**config.mk**
```make
export PLATFORM = sky130hd
export DESIGN_NAME = cache_arbiter_flat
export DESIGN_NICKNAME = d
export VERILOG_FILES = /design/src/rtl/cache_arbiter_pkg.sv /design/src/rtl/cache_arbiter_if.sv /design/src/rtl/cache_arbiter.sv /design/src/flat_wrapper.sv
export SDC_FILE = /design/constraint.sdc
export NUM_CORES = 1
export LEC_CHECK = 0
export CORE_AREA = 5 5 536 538
export DETAILED_ROUTE_END_ITERATION = 12
export DIE_AREA = 0 0 541 543
export GPL_ROUTABILITY_DRIVEN = 0
export PLACE_DENSITY = 0.3
export SLEW_MARGIN = 20
export SYNTH_ARGS = -nofsm -noshare
export SYNTH_HDL_FRONTEND = slang
export SYNTH_SLANG_ARGS = --single-unit
```
**constraint.sdc**
```tcl
create_clock -name clk -period 2.6 [get_ports clk]
set_clock_uncertainty 0.1 [all_clocks]
set_input_delay 0.52 -clock clk [delete_from_list [all_inputs] [get_ports clk]]
set_output_delay 0.52 -clock clk [all_outputs]
set_load 0.01 [all_outputs]
```
**src/rtl/cache_arbiter_pkg.sv**
```systemverilog
// ============================================================================
// Module   : cache_arbiter_pkg
// Brief    : Shared types and widths for the icache/dcache memory-port arbiter.
// Config   : ARB_ROUND_ROBIN_EN (consumed by cache_arbiter)
// Revision : 1.0 - initial release
// ============================================================================
`default_nettype none

package cache_arbiter_pkg;

  localparam int unsigned ARB_ADDR_W = 32;
  localparam int unsigned ARB_LINE_W = 256;

  typedef enum logic [1:0] {
    IDLE    = 2'd0,
    SERVE_I = 2'd1,
    SERVE_D = 2'd2,
    DONE    = 2'd3
  } arb_state_t;

  typedef enum logic {
    OWN_I = 1'b0,
    OWN_D = 1'b1
  } arb_owner_t;

endpackage

`default_nettype wire

```
**src/rtl/cache_arbiter_if.sv**
```systemverilog
// ============================================================================
// Module   : cache_arbiter_if
// Brief    : Cache-side and adaptor-side bus bundle of the memory-port arbiter.
// Config   : none
// Revision : 1.0 - initial release
// ============================================================================
`default_nettype none

interface cache_arbiter_if
  import cache_arbiter_pkg::*;
#(
  parameter int unsigned ADDR_W = ARB_ADDR_W,
  parameter int unsigned LINE_W = ARB_LINE_W
);

  logic              i_pmem_read;
  logic [ADDR_W-1:0] i_pmem_address;
  logic [LINE_W-1:0] i_pmem_rdata;
  logic              i_pmem_resp;

  logic              d_pmem_read;
  logic              d_pmem_write;
  logic [ADDR_W-1:0] d_pmem_address;
  logic [LINE_W-1:0] d_pmem_wdata;
  logic [LINE_W-1:0] d_pmem_rdata;
  logic              d_pmem_resp;

  logic              pmem_read;
  logic              pmem_write;
  logic [ADDR_W-1:0] pmem_address;
  logic [LINE_W-1:0] pmem_wdata;
  logic [LINE_W-1:0] pmem_rdata;
  logic              pmem_resp;

  // The arbiter itself.
  modport slave (
    input  i_pmem_read, i_pmem_address,
    output i_pmem_rdata, i_pmem_resp,
    input  d_pmem_read, d_pmem_write, d_pmem_address, d_pmem_wdata,
    output d_pmem_rdata, d_pmem_resp,
    output pmem_read, pmem_write, pmem_address, pmem_wdata,
    input  pmem_rdata, pmem_resp
  );

  // The caches and cacheline adaptor around it.
  modport master (
    output i_pmem_read, i_pmem_address,
    input  i_pmem_rdata, i_pmem_resp,
    output d_pmem_read, d_pmem_write, d_pmem_address, d_pmem_wdata,
    input  d_pmem_rdata, d_pmem_resp,
    input  pmem_read, pmem_write, pmem_address, pmem_wdata,
    output pmem_rdata, pmem_resp
  );

endinterface

`default_nettype wire

```
**src/rtl/cache_arbiter.sv**
```systemverilog
// ============================================================================
// Module   : cache_arbiter
// Brief    : Serves one icache/dcache line transfer at a time on the shared
//            256-bit physical memory port; dcache-first or round-robin ties.
// Config   : ARB_ROUND_ROBIN_EN - defined: round-robin tie-break,
//            undefined: fixed dcache priority
// Revision : 1.0 - initial release
// ============================================================================
`default_nettype none

module cache_arbiter
  import cache_arbiter_pkg::*;
#(
  parameter int unsigned ADDR_W = ARB_ADDR_W,
  parameter int unsigned LINE_W = ARB_LINE_W
) (
  input  logic           clk,
  input  logic           rst,
  cache_arbiter_if.slave bus
);

  arb_state_t        state_q;
  logic              pmem_read_q;
  logic              pmem_write_q;
  logic [ADDR_W-1:0] addr_q;
  logic [LINE_W-1:0] wdata_q;

  logic       w_i_req;
  logic       w_d_req;
  logic       w_d_wr;
  logic       w_pick_dcache;
  arb_owner_t w_owner;
  logic       w_i_resp;
  logic       w_d_resp;

  assign w_i_req = bus.i_pmem_read;
  assign w_d_req = bus.d_pmem_read | bus.d_pmem_write;
  // A simultaneous read+write from the dcache is treated as a write.
  assign w_d_wr  = bus.d_pmem_write;

`ifdef ARB_ROUND_ROBIN_EN
  arb_owner_t last_grant_q;
  assign w_pick_dcache = w_d_req & (~w_i_req | (last_grant_q == OWN_I));
`else
  assign w_pick_dcache = w_d_req;
`endif

  assign w_owner = w_pick_dcache ? OWN_D : OWN_I;

  always_ff @(posedge clk) begin
    if (!rst) begin
      state_q      <= IDLE;
      pmem_read_q  <= 1'b0;
      pmem_write_q <= 1'b0;
      addr_q       <= '0;
      wdata_q      <= '0;
`ifdef ARB_ROUND_ROBIN_EN
      last_grant_q <= OWN_I;
`endif
    end else begin
      case (state_q)
        IDLE: begin
          if (w_i_req | w_d_req) begin
            pmem_write_q <= w_pick_dcache & w_d_wr;
            pmem_read_q  <= ~(w_pick_dcache & w_d_wr);
            addr_q       <= w_pick_dcache ? bus.d_pmem_address : bus.i_pmem_address;
            wdata_q      <= w_pick_dcache ? bus.d_pmem_wdata : '0;
            state_q      <= (w_owner == OWN_D) ? SERVE_D : SERVE_I;
`ifdef ARB_ROUND_ROBIN_EN
            last_grant_q <= w_owner;
`endif
          end
        end
        SERVE_I, SERVE_D: begin
          if (bus.pmem_resp) begin
            pmem_read_q  <= 1'b0;
            pmem_write_q <= 1'b0;
            state_q      <= DONE;
          end
        end
        // The owner may still hold its request here; it must not re-grant.
        DONE: begin
          state_q <= IDLE;
        end
        default: begin
          state_q <= IDLE;
        end
      endcase
    end
  end

  assign w_i_resp = (state_q == SERVE_I) & bus.pmem_resp;
  assign w_d_resp = (state_q == SERVE_D) & bus.pmem_resp;

  assign bus.i_pmem_resp  = w_i_resp;
  assign bus.d_pmem_resp  = w_d_resp;
  assign bus.i_pmem_rdata = w_i_resp ? bus.pmem_rdata : '0;
  assign bus.d_pmem_rdata = w_d_resp ? bus.pmem_rdata : '0;

  assign bus.pmem_read    = pmem_read_q;
  assign bus.pmem_write   = pmem_write_q;
  assign bus.pmem_address = addr_q;
  assign bus.pmem_wdata   = wdata_q;

  a_d_rw_exclusive : assert property (
    @(posedge clk) disable iff (!rst) !(bus.d_pmem_read && bus.d_pmem_write)
  );

  a_pmem_rw_exclusive : assert property (
    @(posedge clk) !(pmem_read_q && pmem_write_q)
  );

endmodule

`default_nettype wire
```
**src/flat_wrapper.sv**
```systemverilog
// flat-port wrapper written by rule: the top's interface ports become plain ports
module cache_arbiter_flat import cache_arbiter_pkg::*;
#(
  parameter int unsigned ADDR_W = ARB_ADDR_W,
  parameter int unsigned LINE_W = ARB_LINE_W
)
  (clk, rst, bus_i_pmem_read, bus_i_pmem_address, bus_i_pmem_rdata, bus_i_pmem_resp, bus_d_pmem_read, bus_d_pmem_write, bus_d_pmem_address, bus_d_pmem_wdata, bus_d_pmem_rdata, bus_d_pmem_resp, bus_pmem_read, bus_pmem_write, bus_pmem_address, bus_pmem_wdata, bus_pmem_rdata, bus_pmem_resp);
  cache_arbiter_if #(.ADDR_W(ADDR_W), .LINE_W(LINE_W)) bus_i ();
  input  logic clk;
  input  logic rst;
  input wire logic [$bits(bus_i.i_pmem_read)-1:0] bus_i_pmem_read;
  input wire logic [$bits(bus_i.i_pmem_address)-1:0] bus_i_pmem_address;
  output wire logic [$bits(bus_i.i_pmem_rdata)-1:0] bus_i_pmem_rdata;
  output wire logic [$bits(bus_i.i_pmem_resp)-1:0] bus_i_pmem_resp;
  input wire logic [$bits(bus_i.d_pmem_read)-1:0] bus_d_pmem_read;
  input wire logic [$bits(bus_i.d_pmem_write)-1:0] bus_d_pmem_write;
  input wire logic [$bits(bus_i.d_pmem_address)-1:0] bus_d_pmem_address;
  input wire logic [$bits(bus_i.d_pmem_wdata)-1:0] bus_d_pmem_wdata;
  output wire logic [$bits(bus_i.d_pmem_rdata)-1:0] bus_d_pmem_rdata;
  output wire logic [$bits(bus_i.d_pmem_resp)-1:0] bus_d_pmem_resp;
  output wire logic [$bits(bus_i.pmem_read)-1:0] bus_pmem_read;
  output wire logic [$bits(bus_i.pmem_write)-1:0] bus_pmem_write;
  output wire logic [$bits(bus_i.pmem_address)-1:0] bus_pmem_address;
  output wire logic [$bits(bus_i.pmem_wdata)-1:0] bus_pmem_wdata;
  input wire logic [$bits(bus_i.pmem_rdata)-1:0] bus_pmem_rdata;
  input wire logic [$bits(bus_i.pmem_resp)-1:0] bus_pmem_resp;
  assign bus_i.i_pmem_read = bus_i_pmem_read;
  assign bus_i.i_pmem_address = bus_i_pmem_address;
  assign bus_i_pmem_rdata = bus_i.i_pmem_rdata;
  assign bus_i_pmem_resp = bus_i.i_pmem_resp;
  assign bus_i.d_pmem_read = bus_d_pmem_read;
  assign bus_i.d_pmem_write = bus_d_pmem_write;
  assign bus_i.d_pmem_address = bus_d_pmem_address;
  assign bus_i.d_pmem_wdata = bus_d_pmem_wdata;
  assign bus_d_pmem_rdata = bus_i.d_pmem_rdata;
  assign bus_d_pmem_resp = bus_i.d_pmem_resp;
  assign bus_pmem_read = bus_i.pmem_read;
  assign bus_pmem_write = bus_i.pmem_write;
  assign bus_pmem_address = bus_i.pmem_address;
  assign bus_pmem_wdata = bus_i.pmem_wdata;
  assign bus_i.pmem_rdata = bus_pmem_rdata;
  assign bus_i.pmem_resp = bus_pmem_resp;
  cache_arbiter #(.ADDR_W(ADDR_W), .LINE_W(LINE_W)) u_core (.clk(clk), .rst(rst), .bus(bus_i));
endmodule
```
Word-level counts from Yosys, hierarchy flattened

Cells that the tools add are included.

Equality and inequality tests: 5
Mux-type cells: 14
Bitwise operators: 6
Reduce and logical (&&, ||, !) cells: 6

Operators with widths:

| cell                 | count |
|---|---|
| $mux W256            | 3 |
| $mux W32             | 1 |
| $mux W2              | 3 |
| $pmux W2 S3          | 1 |
| $eq A2 B2 Y1 const B | 2 |
| $mux W1              | 4 |
| $pmux W1 S2          | 2 |
| $reduce_and A2 Y1    | 2 |
| $and A1 B1 Y1        | 3 |
| $reduce_and A3 Y1    | 1 |
| $eq A2 B1 Y1 const B | 1 |
| $logic_not A2 Y1     | 1 |
| $ne A2 B1 Y1 const B | 1 |
| $ne A2 B2 Y1 const B | 1 |
| $or A1 B1 Y1         | 2 |
| $reduce_bool A2 Y1   | 1 |
| $reduce_or A2 Y1     | 1 |
| $not A1 Y1           | 1 |

Bits in registers: 292
Output and inout port bits: 804

Depth between registers and ports, before layout

Gate-level depths: netlist of run 1.

Depth in word-level cells: 5
Mapped depth: 7
Mapped depth without buffers: 5

Worst setup path before layout of run 1

Ideal clock, no wire load.

Kind: input -> output
From: input port bus_pmem_resp
To: output port bus_d_pmem_rdata[100]
Arrival time: 1362 ps
Data required time: 1980 ps
Slack: 618 ps
Cell stages on the path: 4
Path through: buf_2 clkbuf_1 clkbuf_1 and3_1

Word-level cells in the longest chain between the ends: 2

Ends and longest elaborated chain:

| element         | line                | source |
|---|---|---|
| start, declared | flat_wrapper.sv:26  | `input wire logic [$bits(bus_i.pmem_resp)-1:0] bus_pmem_resp;` |
| $and A1 B1 Y1   | cache_arbiter.sv:93 | `assign w_d_resp = (state_q == SERVE_D) & bus.pmem_resp;` |
| $mux W256       | cache_arbiter.sv:98 | `assign bus.d_pmem_rdata = w_d_resp ? bus.pmem_rdata : '0;` |
| end, declared   | flat_wrapper.sv:19  | `output wire logic [$bits(bus_i.d_pmem_rdata)-1:0] bus_d_pmem_rdata;` |

No other way between the ends.

Worst setup path in the final report of run 1

From: register u_core.state_q[0]
To: output port bus_d_pmem_rdata[83]

Word-level cells in the longest chain between the ends: 3

Ends and longest elaborated chain:

| element                | line                | source |
|---|---|---|
| start, declared        | cache_arbiter.sv:22 | `arb_state_t state_q;` |
| start signal, assigned | cache_arbiter.sv:68 | `state_q <= (w_owner == OWN_D) ? SERVE_D : SERVE_I;` |
| $eq A2 B2 Y1           | cache_arbiter.sv:93 |  |
| $and A1 B1 Y1          | cache_arbiter.sv:93 |  |
| $mux W256              | cache_arbiter.sv:98 |  |

No other way between the ends.

==> implementation parameters, run 1 <==
Parameter                              Value

Placement
  Placed Area ... between 30000 and 40000 um^2
  Detailed Place HPWL ... 202 mm
  IO Port Bufs ... ~1400

Logic synthesis
  Sequential share of the synthesized area ... 44.7%
  Number of distinct standard cells referenced by the synthesized netlist ... 27
  Number of storage elements in the synthesis netlist ... 292
  Most used DFF post-synth ... sky130_fd_sc_hd__dfxtp_1
  Cell with the most instances after synthesis ... sky130_fd_sc_hd__and3_1
  Count of yosys warnings during synthesis ... 0
  FFs w/ async S/R, synth ... 0%
  Leading post-synthesis cells by instance count ... sky130_fd_sc_hd__and3_1, sky130_fd_sc_hd__dfxtp_1, sky130_fd_sc_hd__a22o_1, sky130_fd_sc_hd__clkbuf_1, sky130_fd_sc_hd__o21ai_0
  Instance count of the mapped netlist ... 1371
  Post-synthesis area per instance ... about 9.5 um^2
  Syn Nets ... between 1500 and 2000
  Largest cells by area after synthesis ... sky130_fd_sc_hd__dfxtp_1, sky130_fd_sc_hd__and3_1, sky130_fd_sc_hd__a22o_1
  Yosys top cell by area ... sky130_fd_sc_hd__dfxtp_1
  Post-synth top area share ... 44.7%
  Post-synth EDFFs ... 0
  Mapped Area ... 13100 um^2

STA
  Worst-case headroom to the max-slew limit ... 54.3%
  Pins over their slew limit ... 0
  Total negative slack for setup checks ... -58490 ps
  Worst-Margin Slew ... slightly below 700 ps
  F_max ... around 0.35 GHz
  Final period demand of the worst path ... 2870 ps
  Hold Vio Cnt, Final ... 0
  Period utilization ... 110%
  Post-layout worst setup margin ... -270 ps
  RSZ-0062 raised after global routing ... yes
  Final setup viols ... 458

Worst setup path
  Reg-to-reg startpoint ... u_core.state_q[0]$_SDFFE_PN0P_
  Worst EP arrival ... 2250 ps
  Endpoint type of the worst setup path ... primary output
  Maximum fanout along the worst path ... 9
  Cell count of the worst reg-to-reg path ... 9
  Endpoint of the most critical register-to-register path ... u_core.bus.pmem_wdata[54]$_SDFFE_PN0P_
  Slack of the worst reg-to-reg path ... 470 ps
  Required time of the critical path ... just under 2000 ps
  Critical path type ... flop to primary output
  Critical path launch point type ... flop

Route
  Metal-1 WL ... roughly 93 mm
  Met2 wirelength from detailed routing ... 95.1 mm
  Iteration count of the initial detailed-routing pass ... 5
  Count of antenna-violating nets left after detailed routing ... 0
  Final WL ... 232 mm
  Number of design-rule violations left by the first detailed-router iteration ... between 1000 and 1500
  Met3 WL post-DR ... 39.6 mm
  Detail-routed via count per cell ... 2.92
  Number of remaining DRC errors ... 0
  Routed WL per cell ... 34.9 um
  Top routing layer used ... met5
  Vias after detailed routing ... 19500

Clock tree
  Clock root cell ... sky130_fd_sc_hd__clkbuf_16
  Clock latency at the later pin of the worst-skew pair ... around 600 ps
  Max Root-Sink Buffers ... 3
  Number of hold-repair buffers added at the cts stage ... 0
  CTS clk-pin slew, worst paths ... around 60 ps
  Clock tree from TritonCTS ... yes
  Clock buffer count from CTS ... 39
  Num Clock Sinks ... 292
  CTS H-tree depth ... 2

Min path
  Hold WC Path Type ... flop to flop
  End point of the most critical hold path ... u_core.bus.pmem_wdata[4]$_SDFFE_PN0P_
  Hold_sp ... u_core.bus.pmem_wdata[4]$_SDFFE_PN0P_
  Cell count of the worst hold path ... 1

Power
  Power Dens Cells ... 865 nW/um^2
  Maximum ir drop on the vdd rail ... 0.000411 V
  Leak Pwr ... approximately 15 nW

Finish
  Finished layout cell area ... slightly below 40000 um^2
  Layout Nets ... ~3500
  Share of layout cells above drive strength 1 ... 38.7%
  Syn-to-layout area delta ... 197%

Die
  Die width ... about 540 um
  Starting utilization of the core area ... 4.65%
  Die Area ... slightly below 300000 um^2
  Top-Level Pins ... 1386
  Y dimension of the die ... 543 um
  Number of standard-cell rows in the floorplan ... 195
  Placeable core region ... approximately 280000 um^2

Global route
  Pin count of the biggest net entering global routing ... 77
  Number of antenna violations at the first check in global routing ... 181
  Gr ovfl total ... 0
  Via count of the first global-routing pass ... 19500
  Overall fraction of global-route tracks in use ... between 10% and 20%
  First-pass GRT wire length ... 274 mm

Run
  Maximum capacitance violations ... 0

Status
  Violations in the final reports ... setup timing
  Result of the run ... complete, but fails checks
-- per-stage QoR --
step | hold slack, ps | cells | util, % | total power, W | setup WS [ps]
after floorplan | 366 | 1371 | - | 0.0113 | 618
after global placement | 356 | 6463 | 12.0 | 0.0227 | -171
after detailed placement | 354 | 6463 | 12.0 | 0.0227 | -170
after CTS | 336 | 6622 | 13.5 | 0.0334 | -359
after global routing | 367 | 6648 | 13.8 | 0.0355 | -345
final | 368 | 6660 | 13.8 | 0.0337 | -270
-- critical path: stages (launching register included) --
cell and delay, ps:
sky130_fd_sc_hd__dfxtp_2 330, sky130_fd_sc_hd__inv_2 50, sky130_fd_sc_hd__ha_4 150, sky130_fd_sc_hd__buf_12 150
sky130_fd_sc_hd__buf_16 190, sky130_fd_sc_hd__buf_12 160, sky130_fd_sc_hd__buf_12 120, sky130_fd_sc_hd__buf_16 120
sky130_fd_sc_hd__and3_1 170, sky130_fd_sc_hd__buf_2 140
-- how the worst max path moves through the flow --
stage,from,to,slack (ps)
global route,u_core.state_q[0]$_SDFFE_PN0P_,bus_d_pmem_rdata[83],-350
floorplan,bus_pmem_resp,bus_d_pmem_rdata[100],620
CTS,u_core.state_q[0]$_SDFFE_PN0P_,bus_d_pmem_rdata[78],-360
global placement,bus_pmem_rdata[143],bus_d_pmem_rdata[143],-170
finish,u_core.state_q[0]$_SDFFE_PN0P_,bus_d_pmem_rdata[83],-270
detailed placement,bus_pmem_rdata[143],bus_d_pmem_rdata[143],-170
-- cell type report --
type	count	area, um^2
fill	31800	243000
timing repair buffer	1641	19000
multi-input combinational	892	7790
sequential	292	5850
tap	3743	4680
clock buffer	49	1120
clock inverter	21	367
antenna	18	45.0
inverter	4	17.5
-- what timing repair did --
item | 4_1_cts | 5_1_grt
gates resized for setup | 1567 | 184
buffers inserted | 56 | 13
hold endpoints to repair | 0 | 0
pin swaps | 51 | 28
gates cloned | 38 | 12
endpoints found under the setup margin | 511 | 509
-- flip-flops by register name, summed over array words and instances (netlist names) --
signal	flops
u_core.bus.pmem_wdata	256
u_core.bus.pmem_address	32
u_core.state_q	2
u_core.bus.pmem_read	1
u_core.bus.pmem_write	1
-- cell usage in the layout (no fill, tap or decap), drive strengths merged --
| master | netlist | layout |
|---|---|---|
| clkbuf | 124 | 64 |
| clkinvlp | 0 | 3 |
| mux2 | 1 | 1 |
| dfxtp | 292 | 292 |
| a22o | 256 | 256 |
| o31a | 1 | 1 |
| o21ai | 34 | 34 |
| mux2i | 32 | 32 |
| clkinv | 0 | 7 |
| and2 | 2 | 2 |
| bufinv | 0 | 10 |
| and3 | 512 | 512 |
| nor2 | 5 | 5 |
| diode | 0 | 18 |
| o22ai | 1 | 1 |
| clkdlybuf4s50 | 0 | 865 |
| dlygate4sd2 | 0 | 24 |
| nor3 | 1 | 1 |
| buf | 59 | 701 |
| nor2b | 1 | 1 |
| ha | 4 | 4 |
| o211ai | 1 | 1 |
| o32ai | 1 | 1 |
| inv | 4 | 5 |
| a21oi | 33 | 33 |
| o311a | 1 | 1 |
| nand2 | 3 | 3 |
| nor4b | 1 | 1 |
| clkdlybuf4s15 | 0 | 36 |
| a2111o | 1 | 1 |
| nand2b | 1 | 1 |
-- power breakdown --
group	switching [W]	internal (W)	total [W]
logic	0.0103	0.0103	0.0206
registers	0.000764	0.00574	0.00651
clock network	0.00249	0.00403	0.00652
-- layer usage --
layer,vias to the layer above,track usage (%)
met2,1478,22.1
li1,8266,-
met4,44,1.34
met5,-,0
met1,9285,17.5
met3,404,11.2
-- logic make-up (layout without fill, tap and decap cells) --
| logic type | after synthesis | after routing | synth area share [%] |
|---|---|---|---|
| other cells | 0 | 18 | 0 |
| mux | 33 | 33 | 2.53 |
| simple gates | 526 | 526 | 25.1 |
| fa+ha+maj | 4 | 4 | 0.382 |
| flops | 292 | 292 | 44.7 |
| buf+inv | 187 | 1715 | 7.21 |
| compound gates | 329 | 329 | 20.1 |
No activity file was read; power rests on OpenSTA's default activity.
==> inputs of run 2 (changes only) <==
- GPL_ROUTABILITY_DRIVEN: 0 -> not set
==> implementation parameters, run 2 (synthesis results as in run 1) <==
Parameter                              Value

Worst setup path
  Max stage delay cell, worst path ... sky130_fd_sc_hd__dfxtp_4
  Slack of the worst reg-to-reg path ... 390 ps (-80 ps)
  Cell count of the worst reg-to-reg path ... 10 (+1)
  Reg-to-reg startpoint ... u_core.state_q[0]$_SDFFE_PN0P_
  Critical path launch point type ... flop
  Cell breakdown of the critical path ... inv_4 -> ha_4 -> buf_12 -> buf_12 -> buf_6 -> buf_6 -> buf_6 -> and3_4 -> buf_6
  Endpoint of the most critical register-to-register path ... u_core.bus.pmem_wdata[54]$_SDFFE_PN0P_
  Critical path type ... flop to primary output
  Max stage delay on crit path ... 360 ps (+30 ps)
  Required time of the critical path ... 1980 ps (about the same)
  Endpoint type of the worst setup path ... primary output
  Maximum fanout along the worst path ... 5 (-4)
  Worst EP arrival ... 2240 ps (about the same)
  Cell occurring most often along the worst timing path ... sky130_fd_sc_hd__buf_6

Die
  Die Area ... 294000 um^2 (unchanged)
  Die width ... 541 um (unchanged)
  Top-Level Pins ... 1386 (unchanged)
  Number of standard-cell rows in the floorplan ... 195 (unchanged)
  Y dimension of the die ... 543 um (unchanged)
  Starting utilization of the core area ... 4.65% (unchanged)
  Placeable core region ... 282000 um^2 (unchanged)

Global route
  First-pass GRT wire length ... 281 mm (+2.5%)
  Number of antenna violations at the first check in global routing ... 161 (-11%)
  Via count of the first global-routing pass ... 19800 (+1.6%)
  Pin count of the biggest net entering global routing ... 60 (-22%)
  Overall fraction of global-route tracks in use ... 15.2% (+0.38 points)
  Gr ovfl total ... 0 (unchanged)

Placement
  Detailed Place HPWL ... 206 mm (+2.4%)
  IO Port Bufs ... 1385 (unchanged)
  Final estimated routing congestion in global placement ... between 0.9 and 1

Power
  Overall power of the completed layout ... 0.0347 W (+3.0%)
  Leak Pwr ... 15.5 nW (+0.78%)
  Maximum ir drop on the vdd rail ... 0.000471 V (+15%)
  Power Dens Cells ... 848 nW/um^2 (-2.0%)

Route
  Detail-routed via count per cell ... 2.89 (-1.3%)
  Metal-1 WL ... 96.9 mm (+4.1%)
  Number of design-rule violations left by the first detailed-router iteration ... 955 (-27%)
  Vias after detailed routing ... 19400 (-0.49%)
  Number of remaining DRC errors ... 0 (unchanged)
  Met2 wirelength from detailed routing ... 101 mm (+6.2%)
  Final WL ... 237 mm (+2.1%)
  Iteration count of the initial detailed-routing pass ... 4 (-1)
  Top routing layer used ... met5
  Routed WL per cell ... 35.3 um (+1.3%)
  Count of antenna-violating nets left after detailed routing ... 0 (unchanged)
  Met3 WL post-DR ... 35.5 mm (-10%)

Clock tree
  Number of hold-repair buffers added at the cts stage ... 0 (unchanged)
  CTS H-tree depth ... 2 (unchanged)
  Clock tree from TritonCTS ... yes
  Clock latency at the later pin of the worst-skew pair ... 620 ps (+20 ps)
  Clock buffer count from CTS ... 40 (+2.6%)
  Num Clock Sinks ... 292 (unchanged)
  Max Root-Sink Buffers ... 3 (unchanged)
  CTS clk-pin slew, worst paths ... 60 ps (about the same)
  Clock root cell ... sky130_fd_sc_hd__clkbuf_16

Finish
  Most used cells in the layout excluding fill and tap cells ... sky130_fd_sc_hd__clkdlybuf4s50_1, sky130_fd_sc_hd__and3_4, sky130_fd_sc_hd__buf_6, sky130_fd_sc_hd__dfxtp_1, sky130_fd_sc_hd__a22o_1
  Leading cell type in the layout, fill and taps excluded ... sky130_fd_sc_hd__clkdlybuf4s50_1
  Fraction of the core area covered by cells at the end of the flow ... 14.5% (+0.71 points)
  Number of fillers in the final layout ... 31600 (-0.49%)
  Layout Nets ... 3515 (+1.7%)
  Syn-to-layout area delta ... 212%
  Area taken by multi-input logic gates ... 8600 um^2 (+10%)
  Number of flip-flops under the largest register name ... 256 (unchanged)
  Share of layout cells above drive strength 1 ... 45.4% (+6.7 points)
  Combined flip-flop and latch cell area ... 5850 um^2 (about the same)

STA
  Worst-case headroom to the max-slew limit ... 50.0% (-4.3 points)
  Post-layout worst setup margin ... -256 ps (+13.9 ps)
  F_max ... 0.350 GHz (+0.49%)
  RSZ-0062 raised after global routing ... yes
  Period utilization ... 110% (-0.54 points)
  Hold Vio Cnt, Final ... 0 (unchanged)
  Pins over their slew limit ... 0 (unchanged)
  Worst-Margin Slew ... 748 ps (+64.5 ps)
  Final setup viols ... 464 (+1.3%)
  Final period demand of the worst path ... 2860 ps (-13.9 ps)

Min path
  Hold_sp ... u_core.bus.pmem_wdata[133]$_SDFFE_PN0P_
  End point of the most critical hold path ... u_core.bus.pmem_wdata[133]$_SDFFE_PN0P_
  Cell count of the worst hold path ... 1 (unchanged)
  Hold WC Path Type ... flop to flop

Status
  Result of the run ... complete, but fails checks
  Violations in the final reports ... setup timing

Run
  Maximum capacitance violations ... 0 (unchanged)
[run 2: worst max-delay path: cells and delay by family (launching register included)]
family,cells,cell delay [ps]
buf+inv,7,740
flops,1,360
fa+ha+maj,1,220
simple gates,1,270
[run 2: routing by layer]
metal / global-route usage (%) / vias to the layer above
li1: - / 8394
met1: 18.3 / 9280
met2: 23.3 / 1308
met3: 10.2 / 361
met4: 1.35 / 38
met5: 0 / -
[run 2: final cells by class]
cell class	instances	area share, %
well taps	3743	11.4
multi-input cells	892	21.0
inverters	4	0.0489
diodes	11	0.0673
clock buffers	60	2.98
repair buffers	1699	49.7
flip-flops and latches	292	14.3
clock inverters	12	0.447
[run 2: power by group]
part           switching, W  internal, W
combinational        0.0107       0.0114
clock               0.00244      0.00364
sequential         0.000775      0.00575
total                0.0139       0.0207
[run 2: what timing repair did]
item,CTS,global route
setup buffers,73,26
cloned,45,12
pin swaps,84,47
setup endpoints to repair,514,490
gates resized for setup,1782,454
[run 2: through the flow]
step | instance area [um^2] | setup WS [ps] | hold WS, ps | TNS [ps] | instances
after floorplan | 13100 | 618 | 366 | 0 | 1371
after global placement | 34400 | -130 | 356 | -4820 | 6513
after detailed placement | 34400 | -103 | 355 | -3820 | 6513
after CTS | 39300 | -364 | 324 | -103430 | 6694
after global routing | 40900 | -314 | 350 | -92000 | 6706
final | 40900 | -256 | 372 | -55080 | 6713
[run 2: how the worst max path moves through the flow]
| stage | from | to | slack (ps) | cells after the start |
|---|---|---|---|---|
| after floorplan | bus_pmem_resp | bus_d_pmem_rdata[100] | 620 | 4 |
| after global placement | u_core.state_q[0]$_SDFFE_PN0P_ | bus_d_pmem_rdata[225] | -130 | 6 |
| after detailed placement | u_core.state_q[0]$_SDFFE_PN0P_ | bus_d_pmem_rdata[225] | -100 | 6 |
| after CTS | u_core.state_q[0]$_SDFFE_PN0P_ | bus_d_pmem_rdata[142] | -360 | 9 |
| after global routing | u_core.state_q[1]$_SDFFE_PN0P_ | bus_i_pmem_rdata[207] | -310 | 8 |
| final | u_core.state_q[0]$_SDFFE_PN0P_ | bus_d_pmem_rdata[150] | -260 | 9 |
